[src/rtl/pe_sched_pkg.sv]
`default_nettype none
// ============================================================================
// Module      : pe_sched_pkg
// Description : Shared definitions for the PE layer scheduler: the scheduler
//               state encoding and the default array dimensions.
// Contents    : c_PE_NUM_DEF, c_LAYER_W_DEF, c_DRAIN_CYC_DEF, sched_state_e
// Revision    : 1.0 - initial release
// ============================================================================
package pe_sched_pkg;

  localparam int c_PE_NUM_DEF    = 64;
  localparam int c_LAYER_W_DEF   = 4;
  localparam int c_DRAIN_CYC_DEF = 8;

  typedef enum logic [2:0] {
    IDLE     = 3'd0,
    START    = 3'd1,
    WAIT_FIN = 3'd2,
    DRAIN    = 3'd3,
    LDONE    = 3'd4,
    DONE     = 3'd5
  } sched_state_e;

endpackage : pe_sched_pkg
`default_nettype wire

[src/rtl/pe_fin_tracker.sv]
`default_nettype none
// ============================================================================
// Module      : pe_fin_tracker
// Description : Collects per-PE finish pulses for the current layer, reports
//               when every active PE has finished and flags duplicate pulses.
// Ports       : clk, rst        - clock, synchronous active-high reset
//               i_clr           - clear the finish vector (layer entry)
//               i_collect       - accumulate finish pulses (START/WAIT_FIN)
//               i_late          - any masked pulse is a duplicate (DRAIN/LDONE)
//               i_mask          - active-PE mask for the run
//               i_fin           - raw per-PE finish pulses
//               o_all_fin       - all active PEs finished (includes this cycle)
//               o_dup_err       - sticky duplicate-finish flag
// Revision    : 1.0 - initial release
// ============================================================================
module pe_fin_tracker
  import pe_sched_pkg::*;
#(
  parameter int PE_NUM = c_PE_NUM_DEF
) (
  input  logic              clk,
  input  logic              rst,
  input  logic              i_clr,
  input  logic              i_collect,
  input  logic              i_late,
  input  logic [PE_NUM-1:0] i_mask,
  input  logic [PE_NUM-1:0] i_fin,
  output logic              o_all_fin,
  output logic              o_dup_err
);

  logic [PE_NUM-1:0] r_fin;
  logic              r_dup_err;
  logic [PE_NUM-1:0] w_fin_masked;
  logic              w_dup;

  assign w_fin_masked = i_fin & i_mask;

  // Pulses arriving this very cycle count, so the layer can close on the
  // same cycle the last PE reports.
  assign o_all_fin = (((r_fin | i_fin) & i_mask) == i_mask);

  // After the layer has closed (DRAIN/LDONE) every masked pulse is a repeat.
  assign w_dup = (i_collect && (|(w_fin_masked & r_fin))) ||
                 (i_late && (|w_fin_masked));

  always_ff @(posedge clk) begin
    if (rst) begin
      r_fin     <= '0;
      r_dup_err <= 1'b0;
    end else begin
      if (i_clr) begin
        r_fin <= '0;
      end else if (i_collect) begin
        r_fin <= r_fin | w_fin_masked;
      end
      if (w_dup) begin
        r_dup_err <= 1'b1;
      end
    end
  end

  assign o_dup_err = r_dup_err;

endmodule : pe_fin_tracker
`default_nettype wire

[src/rtl/pe_layer_scheduler.sv]
`default_nettype none
// ============================================================================
// Module      : pe_layer_scheduler
// Description : Global layer scheduler. Broadcasts a start pulse per layer,
//               waits for all active PEs to finish, waits a drain interval,
//               then pulses layer_done and advances to the next layer.
// Ports       : clk, rst        - clock, synchronous active-high reset
//               start           - host run request (pulse)
//               layer_no        - total layer count, sampled on start
//               pe_active_mask  - participating PEs, sampled on start
//               pe_fin_comp     - per-PE finish pulses
//               pe_start_calc   - start-calculation broadcast pulse
//               layer_done      - layer-complete broadcast pulse
//               layer_idx       - current layer index
//               busy            - scheduler not idle
//               done            - run-complete pulse
//               dup_err         - sticky duplicate-finish flag
// Revision    : 1.0 - initial release
// ============================================================================
module pe_layer_scheduler
  import pe_sched_pkg::*;
#(
  parameter int PE_NUM    = c_PE_NUM_DEF,
  parameter int LAYER_W   = c_LAYER_W_DEF,
  parameter int DRAIN_CYC = c_DRAIN_CYC_DEF
) (
  input  logic               clk,
  input  logic               rst,
  input  logic               start,
  input  logic [LAYER_W-1:0] layer_no,
  input  logic [PE_NUM-1:0]  pe_active_mask,
  input  logic [PE_NUM-1:0]  pe_fin_comp,
  output logic               pe_start_calc,
  output logic               layer_done,
  output logic [LAYER_W-1:0] layer_idx,
  output logic               busy,
  output logic               done,
  output logic               dup_err
);

  // A zero drain interval still needs a legal (1-bit) counter declaration.
  localparam int               c_CNT_W      = (DRAIN_CYC > 0) ? $clog2(DRAIN_CYC + 1) : 1;
  localparam logic [c_CNT_W-1:0] c_DRAIN_LAST = c_CNT_W'((DRAIN_CYC > 0) ? (DRAIN_CYC - 1) : 0);
  localparam bit               c_HAS_DRAIN  = (DRAIN_CYC > 0);

  sched_state_e       r_state;
  sched_state_e       w_state_nxt;
  logic [PE_NUM-1:0]  r_mask;
  logic [LAYER_W-1:0] r_layer_no;
  logic [LAYER_W-1:0] r_layer_idx;
  logic [c_CNT_W-1:0] r_drain_cnt;

  logic w_accept;
  logic w_all_fin;
  logic w_last_layer;
  logic w_collect;
  logic w_late;
  logic w_clr;

  assign w_accept     = (r_state == IDLE) && start;
  assign w_last_layer = (r_layer_idx == (r_layer_no - LAYER_W'(1)));
  assign w_collect    = (r_state == START) || (r_state == WAIT_FIN);
  assign w_late       = (r_state == DRAIN) || (r_state == LDONE);
  // START is only ever entered from IDLE or LDONE, so "next is START"
  // uniquely marks the entry edge.
  assign w_clr        = (w_state_nxt == START);

  always_comb begin
    w_state_nxt = r_state;
    case (r_state)
      IDLE: begin
        if (start) begin
          w_state_nxt = (layer_no != '0) ? START : DONE;
        end
      end
      START: begin
        w_state_nxt = WAIT_FIN;
      end
      WAIT_FIN: begin
        if (w_all_fin) begin
          w_state_nxt = c_HAS_DRAIN ? DRAIN : LDONE;
        end
      end
      DRAIN: begin
        if (r_drain_cnt == c_DRAIN_LAST) begin
          w_state_nxt = LDONE;
        end
      end
      LDONE: begin
        w_state_nxt = w_last_layer ? DONE : START;
      end
      DONE: begin
        w_state_nxt = IDLE;
      end
      default: begin
        w_state_nxt = IDLE;
      end
    endcase
  end

  always_ff @(posedge clk) begin
    if (rst) begin
      r_state     <= IDLE;
      r_mask      <= '0;
      r_layer_no  <= '0;
      r_layer_idx <= '0;
      r_drain_cnt <= '0;
    end else begin
      r_state <= w_state_nxt;

      if (w_accept) begin
        r_mask      <= pe_active_mask;
        r_layer_no  <= layer_no;
        r_layer_idx <= '0;
      end else if ((r_state == LDONE) && (w_state_nxt == START)) begin
        r_layer_idx <= r_layer_idx + LAYER_W'(1);
      end

      if ((r_state == WAIT_FIN) && (w_state_nxt == DRAIN)) begin
        r_drain_cnt <= '0;
      end else if (r_state == DRAIN) begin
        r_drain_cnt <= r_drain_cnt + c_CNT_W'(1);
      end
    end
  end

  pe_fin_tracker #(
    .PE_NUM (PE_NUM)
  ) u_fin_tracker (
    .clk       (clk),
    .rst       (rst),
    .i_clr     (w_clr),
    .i_collect (w_collect),
    .i_late    (w_late),
    .i_mask    (r_mask),
    .i_fin     (pe_fin_comp),
    .o_all_fin (w_all_fin),
    .o_dup_err (dup_err)
  );

  assign pe_start_calc = (r_state == START);
  assign layer_done    = (r_state == LDONE);
  assign done          = (r_state == DONE);
  assign busy          = (r_state != IDLE);
  assign layer_idx     = r_layer_idx;

endmodule : pe_layer_scheduler
`default_nettype wire

[config.mk]
export PLATFORM = sky130hd
export DESIGN_NAME = pe_layer_scheduler
export DESIGN_NICKNAME = d
export VERILOG_FILES = /design/src/rtl/pe_sched_pkg.sv /design/src/rtl/pe_fin_tracker.sv /design/src/rtl/pe_layer_scheduler.sv
export SDC_FILE = /design/constraint.sdc
export NUM_CORES = 1
export LEC_CHECK = 0
export BUFFER_PORTS_ARGS = -buffer_cell sky130_fd_sc_hd__buf_2
export CORE_UTILIZATION = 28
export CTS_CLUSTER_SIZE = 25
export DETAILED_ROUTE_END_ITERATION = 10
export HOLD_SLACK_MARGIN = 0.02
export PLACE_DENSITY_LB_ADDON = 0.3
export SLEW_MARGIN = 0
export SYNTH_ARGS = -nofsm -noshare
export SYNTH_HDL_FRONTEND = slang
export SYNTH_SLANG_ARGS = --single-unit
[constraint.sdc]
create_clock -name clk -period 4.15 [get_ports clk]
set_input_delay 0.415 -clock clk [delete_from_list [all_inputs] [get_ports clk]]
set_output_delay 0.415 -clock clk [all_outputs]
set_load 0.02 [all_outputs]
# Word level (Yosys, flattened, before mapping)

Cells that the tools add are included.

Add/sub/neg operators: 3
$mul: 0
Divide/modulo/power cells: 0
$lt $le $gt $ge: 0
Equal/unequal tests: 10
Shifts and indexed selects: 0
Muxes and demuxes: 6
Bitwise gates (word level): 5
Reductions and logical operators: 16

Operators with widths:

| kind                                                                   | count |
|---|---|
| 64-bit AND                                                             | 3 |
| 64-bit bitwise OR                                                      | 2 |
| 64-bit OR reduction                                                    | 2 |
| 64-bit equality test                                                   | 1 |
| 3-bit two-way mux                                                      | 5 |
| 3-bit case mux with 5 select lines                                     | 1 |
| 3-bit by 2-bit equality test with 1-bit output (second input constant) | 3 |
| 4-bit by 1-bit adder with 4-bit output (second input constant)         | 2 |
| 3-bit by 1-bit equality test with 1-bit output (second input constant) | 2 |
| 3-bit equality test (second input constant)                            | 2 |
| 2-bit OR reduction                                                     | 3 |
| 1-bit logical AND                                                      | 5 |
| 4-bit by 3-bit equality test with 1-bit output (second input constant) | 1 |
| 4-bit equality test                                                    | 1 |
| 4-bit nonzero test                                                     | 1 |
| 4-bit by 1-bit subtractor with 4-bit output (second input constant)    | 1 |
| 3-bit zero test                                                        | 1 |
| 1-bit logical OR                                                       | 3 |
| 3-bit nonzero test                                                     | 1 |

Bits in registers: 144
Bits in latches: 0
RAM bits: 0
Bits in read-only memories: 0
Input bits: 135
Output and inout bits: 9
Logic and storage cells: 47
Memories: 0

# Logic depth before layout (Yosys ltp)

Gate-level depths: netlist (run 1).

Depth in word-level cells: 8
Mapped depth: 9
Gate-level depth less buffers: 8

# Modules after synthesis

A second synthesis (run 1) with hierarchy kept.

Cell total of the unflattened synthesis: 835
Area total of the unflattened synthesis: 6392.4 um2

Modules (own cells, without submodules):

| module             | instances | cells an instance | area an instance (um2) | seq. area each (um2) |
|---|---|---|---|---|
| pe_fin_tracker     | 1         | 455               | 3362.0                 | 1301.2 |
| pe_layer_scheduler | 1         | 380               | 3030.4                 | 1581.5 |

# Worst setup path before layout (run 1)

Ideal clock, no wire load.

Path type: register to register
From: register r_state[2]
To: register u_fin_tracker.r_fin[29]
Setup time: 0.147 ns
Arrival time: 1.901 ns
Required time: 4.003 ns
Setup slack: 2.102 ns
Stages on the path, launching flop included: 9
Buffers on the path: 3
Period minus slack after synthesis: 2.048 ns
Cell sequence: dfxtp_1 > buf_4 > or3_1 > nor2_2 > or3_1 > buf_2 > clkbuf_1 > or3_1 > o32ai_2

Longest elaborated chain between the ends: 4
Elaborated cells between the ends (all ways): 12
Classes of those cells: 5 x eq/ne; 4 x mux; 3 x reduce/logical

RTL lines:

| what                                           | RTL line                  | source |
|---|---|---|
| from (decl)                                    | pe_layer_scheduler.sv:46  | `sched_state_e r_state;` |
| from (signal assigned)                         | pe_layer_scheduler.sv:109 | `r_state <= w_state_nxt;` |
| 3-bit equality test (tied with other cells)    | pe_layer_scheduler.sv:70  | `case (r_state)` |
| 3-bit case mux with 5 select lines             | pe_layer_scheduler.sv:70  |  |
| 3-bit by 1-bit equality test with 1-bit output | pe_layer_scheduler.sv:66  | `assign w_clr = (w_state_nxt == START);` |
| 2-bit OR reduction (no line)                   | -                         |  |
| to (signal assigned)                           | pe_fin_tracker.sv:55      | `r_fin <= r_fin \| w_fin_masked;` |
| to (decl)                                      | pe_fin_tracker.sv:32      | `logic [PE_NUM-1:0] r_fin;` |

Parallel ways exist; a longest one is shown, timed or not.
A chain may end at the register's enable or synchronous reset.

# Final worst setup path (run 1)

From: register r_state[2]
To: register u_fin_tracker.r_fin[27]

The elaborated chain is that of the path after synthesis.

==> flow_summary.ini, run 1 <==
[clock_network]
clockRootBuffer = clkbuf_16
cts_resized = 0
holdBufCountCts = 0
clk_pin_slew_worst_paths_ps = 60
worstSkewPairLatency_ps = 420
cts_inserted_buffers = 17
clockBufferDepth = 2
cts_htree_levels = 4
numClockSinks = 144
post_cts_buffers = 0
cts_tree = built

[sta]
slew_viol_final = 0
fin_tns_setup_ps = 0
finalHoldViolCount = 0
finalCritPeriodShare_pct = 57.42
relSlewSlack_pct = 32.41
worst_pin_slew_ps = 1014
rsz0062_at_grt = false
clock_skew_ps = 8.192
whs_ps = 222.3
fmax_mhz = 419.6
fin_crit_ps = 2383
setup_viol_count_final = 0

[worst_setup_path]
path_class = reg2reg
slowest_stage = or4b_2
r2r_slack_ps = 1770
cp_slowest_stage_delay_ps = 720
critPathLaunchType = flop
cp.required_ps = 4470
crit_fanout = 31
reg2reg_to = u_fin_tracker.r_fin[27]
reg2reg_depth = 5
worstReg2RegStart = r_state[2]
worstSetupEndpointType = flop
arrival_ps = 2710
cp_cell_sequence = or4b_2 -> o221a_1 -> o21a_2 -> buf_4 -> o32ai_1

[die]
pin_count = 144
core_mm2 = 0.02628
die_w_um = 166.3
die_h_um = 166.3
rows = 59
floorplan.die_area_mm2 = 0.02765
initial_utilization_pct = 28.76

[min_path]
hold_end = r_mask[32]
min-delay-start = pe_active_mask[32]
hold_depth = 3
hp-class = in2reg

[yosys]
synth_top_area_share_pct = 38.15
synth_cell_types = 40
yosysMostFrequentCell = dfxtp_1
ys_seq_area_share_pct = 38.15
synthTopCellsByCount = dfxtp_1, nand2_1, a21oi_1
synthTopCellsByArea = dfxtp_1, o32ai_2, nand2_1
synth_area_per_cell_um2 = 8.388
synth_edf_count = 0
syn-cell-area_mm2 = 0.007557
yosys_warnings = 0
async_flop_share_pct = 0
ys.flop_type = dfxtp_1
synthCells = 901
synth_top_area_cell = dfxtp_1
syn_nets = 1039
ys_ff_latch = 144

[grt]
grt_pass1_vias = 7081
grt_max_degree = 132
grt_util_all_layers_pct = 19.78
grt_pass1_wl_mm = 41.92
antenna_found_initial = 5
overflow = 0

[run_status]
status = complete, but fails checks
violations = DRC

[placement]
hpwlAfterDp_mm = 19.99
numPortBuffers = 143
place_area_mm2 = 0.008509
place_congestion = 0.8982

[routing]
totalWireLength_mm = 27.53
drcViolationCount = 18
wire_per_inst_um = 20.37
num_vias = 7588
dr.pass1.iters = 8
drt_iter0_markers = 659
vias_per_cell = 5.617
antenna_left = 0

[power_and_ir_drop]
p_leak_nw = 3.130
peakVddDrop_uv = 196.2
p_per_area_mw_per_mm2 = 437.0

[layout]
nNetsFinal = 1142
finish.utilization_pct = 34.65
stdcell_area_mm2 = 0.009106
drive_gt1_share_pct = 22.49
syn_to_final_growth_pct = 20.50

[flow_run]
maxCapViolations = 0
==> per-stage QoR <==
stage	std cells	total power, mW	setup slack [ps]
detailed placement	1320	2.436	1779
global route	1349	4.152	1578
global placement	1320	2.430	1833
floorplan	901	2.136	2102
finish	1351	3.980	1767
CTS	1349	4.002	1769
==> kinds of logic (layout without fill, tap and decap cells) <==
logic type | after synthesis | in the layout | share of synthesized area, %
flops | 144 | 144 | 38.15
xor+xnor | 12 | 12 | 1.573
simple gates | 425 | 425 | 29.72
other cells | 0 | 2 | 0
buf+inv | 75 | 188 | 4.404
fa+ha+maj | 3 | 3 | 0.4967
mux | 2 | 2 | 0.2649
compound gates | 240 | 240 | 25.40
==> worst max-delay path, delay by kind of cell, from the launching register on <==
kind | cells | cell delay [ps]
AOI/OAI and AO/OA | 3 | 800
and+or+nand+nor | 1 | 720
DFF | 1 | 410
buffers and inverters | 1 | 320
==> report_power, final <==
group	switching, mW	total, mW	internal (mW)	leakage, nW
sequential	0.116	1.59	1.48	1.17
combinational	0.557	0.816	0.260	1.68
clock	0.605	1.57	0.965	0.279
==> layout make-up <==
cell class	count	area, um2
diodes	2	5.005
clock buffers	19	452.9
clock inverters	10	138.9
fillers	2806	17170
inverters	5	18.77
multi-input cells	682	4359
flip-flops and latches	144	2883
well taps	335	419.2
repair buffers	154	829.5
==> cell usage in the layout, fill, tap and decap left out, drive strengths merged, types with 2 or more instances in the layout <==
| master | n |
|---|---|
| nand3b | 2 |
| nor4 | 15 |
| o32ai | 64 |
| inv | 5 |
| clkinvlp | 4 |
| a21oi | 74 |
| nor3b | 61 |
| nor3 | 13 |
| a22o | 4 |
| nand2 | 140 |
| clkbuf | 19 |
| and3b | 2 |
| nand3 | 72 |
| xnor2 | 5 |
| clkinv | 3 |
| nor2 | 22 |
| a22oi | 24 |
| or3 | 66 |
| nand4 | 27 |
| dfxtp | 144 |
| buf | 154 |
| o21ai | 2 |
| a221oi | 4 |
| bufinv | 3 |
| a31oi | 65 |
| ha | 3 |
| mux2i | 2 |
| xor2 | 6 |
| diode | 2 |
==> per-layer routing <==
metal	vias to the layer above	track usage [%]	wire [um]
li1	3666	-	-
met2	226	30.97	12460
met5	-	0	50
met1	3652	26.97	12810
met4	8	5.676	446
met3	36	4.671	1753
==> sequential cells by signal (all words and copies together) (netlist names) <==
signal                   cells
layer_idx                    4
r_drain_cnt                  4
r_layer_no                   4
r_mask                      64
r_state                      3
u_fin_tracker.o_dup_err      1
u_fin_tracker.r_fin         64
==> how the worst max path moves through the flow <==
stage,startpoint,to,slack [ps],depth (start not counted)
2_1_floorplan,r_state[2],u_fin_tracker.r_fin[29],2100,8
3_3_place_gp,start,u_fin_tracker.r_fin[20],1830,6
3_5_place_dp,start,u_fin_tracker.r_fin[27],1780,6
4_1_cts,r_state[2],u_fin_tracker.r_fin[27],1770,5
5_1_grt,r_state[2],u_fin_tracker.r_fin[27],1580,5
6_report,r_state[2],u_fin_tracker.r_fin[27],1770,5
(Power assumes the default switching activity.)
==> run 2, diff against run 1 <==
clock period = 2.05 ns   (was 4.15 ns; I/O delays follow)
==> flow_summary.ini, run 2 (same netlist as run 1, synthesis figures left out) <==
[layout]
stdcell_area_mm2 = 0.01022
nNetsFinal = 1238
n_fill_cell = 2742
finish.utilization_pct = 38.89
syn_to_final_growth_pct = 35.25
drive_gt1_share_pct = 26.71
reg_top3 = r_mask (64), u_fin_tracker.r_fin (64)
final_cell_mix = dfxtp_1, buf_2, nand2_1, a21oi_1, nand3_1
layout_commonest_cell = dfxtp_1

[worst_setup_path]
cp_slowest_stage_delay_ps = 540
path_delay_family = buffers and inverters
crit_buf_inv = 3
cp.required_ps = 2390
arrival_ps = 2310
cp_cell_sequence = dlygate4sd3_1 -> buf_2 -> or4_4 -> o221a_1 -> o21a_4 -> buf_12 -> o32ai_2
worstSetupEndpointType = flop
crit_fanout = 24
path_class = in2reg
slowest_stage = or4_4
critPathLaunchType = input pin

[grt]
overflow = 0
grt_pass1_wl_mm = 43.27
grt_util_all_layers_pct = 20.52
use_met2_pct = 31.99
antenna_found_initial = 1
grt_pass1_vias = 7325
use_met1_pct = 28.49
gr-usage-met3_pct = 4.051
grt_max_degree = 73
grt-busiest-layer = met2

[power_and_ir_drop]
p_sw_mw = 2.811
peakVddDrop_uv = 493.5
clkPwrFrac_pct = 35.6
pwr-share-seq_pct = 38.1
p_leak_nw = 3.657
p_per_area_mw_per_mm2 = 818.5
total_power_mw = 8.366
p_sw_share_pct = 33.60
p_int_mw = 5.554
p_comb_share_pct = 26.3

[sta]
clock_skew_ps = 12.86
finalHoldViolCount = 0
worst_pin_slew_ps = 769.3
rsz0062_at_grt = true
fmax_mhz = 506.5
fin_crit_ps = 1975
relSlewSlack_pct = 48.71
setup_viol_count_final = 0
whs_ps = 27.36
finalCritPeriodShare_pct = 96.32
setup_ws_ps = 75.50
slew_viol_final = 0

[placement]
place_area_mm2 = 0.009012
hpwlAfterDp_mm = 21.18
post-place-ws_ps = 10.58
numPortBuffers = 143
place_congestion = 0.9272

[routing]
vias_per_cell = 5.555
wire_per_inst_um = 20.11
num_vias = 8044
totalWireLength_mm = 29.12
drcViolationCount = 18
antenna_left = 0
drt_iter0_markers = 892
dr.pass1.iters = 9

[die]
floorplan.die_area_mm2 = 0.02765
core_mm2 = 0.02628
rows = 59
die_w_um = 166.3
initial_utilization_pct = 28.76
die_h_um = 166.3
pin_count = 144

[flow_run]
maxCapViolations = 0

[clock_network]
clockBufferDepth = 2
cts_tree = built
clockRootBuffer = clkbuf_16
cts_htree_levels = 4
worstSkewPairLatency_ps = 430
clk_pin_slew_worst_paths_ps = 60
numClockSinks = 144
cts_inserted_buffers = 17

[run_status]
status = complete, but fails checks
violations = DRC

[min_path]
hp-class = in2reg
## run 2: cell types whose count changed in the layout (fill, tap and decap cells not counted), sizes merged
cell	previous run	this run
bufinv	3	1
buf	154	202
clkinv	3	7
inv	5	6
diode	2	1
dlygate4sd3	0	47
## run 2: repair_timing
item                                   4_1_cts  5_1_grt
setup endpoints to repair                    4       62
pin swaps                                    0        1
resized for setup                            2       19
hold buffers                                47        0
cloned                                       0        2
buffers inserted                             0        0
endpoints found under the hold margin       47        0
## run 2: power by group through the flow
stage / Sequential, mW / Clock [mW] / Combinational [mW]
after floorplan: 3.19 / 0 / 1.14
after global placement: 3.24 / 0 / 1.97
after detailed placement: 3.24 / 0 / 1.98
after CTS: 3.18 / 3.02 / 2.06
after global routing: 3.21 / 3.18 / 2.35
final: 3.19 / 2.98 / 2.20
## run 2: path summary, 6_finish.rpt
kind              cells after the start                from  slack (ps)                       to
setup / recovery                      7         layer_no[3]          80  u_fin_tracker.r_fin[57]
setup reg to reg                      7           r_mask[6]         110  u_fin_tracker.o_dup_err
hold / removal                        3  pe_active_mask[27]          30               r_mask[27]
hold reg to reg                       2       r_layer_no[3]         470            r_layer_no[3]
## run 2: layout make-up
type / count / area [um2] / area share, %
Antenna cell: 1 / 2.502 / 0.02448
Clock buffer: 18 / 439.2 / 4.297
Clock inverter: 13 / 115.1 / 1.126
Inverter: 5 / 18.77 / 0.1836
Multi-Input combinational cell: 682 / 4497 / 44.00
Sequential cell: 144 / 2883 / 28.20
Tap cell: 335 / 419.2 / 4.101
Timing Repair Buffer: 250 / 1847 / 18.07
## run 2: tightest hold or removal path, delay by kind of cell
| kind | cells | cell delay, ps |
|---|---|---|
| compound gates | 1 | 50 |
| buf+inv | 1 | 90 |
| simple gates | 1 | 50 |
## run 2: through the flow
step | cells | setup TNS (ps)
floorplan | 901 | 0
global placement | 1367 | 0
detailed placement | 1367 | 0
CTS | 1445 | 0
global route | 1447 | -105.6
finish | 1448 | 0
## run 2: layer usage
layer / share of wire [%] / vias up / wire (um)
met1: 45 / 3837 / 13200
met5: 0.038 / - / 11
met2: 45 / 310 / 13170
li1: - / 3853 / -
met3: 7.5 / 42 / 2179
met4: 1.9 / 2 / 559
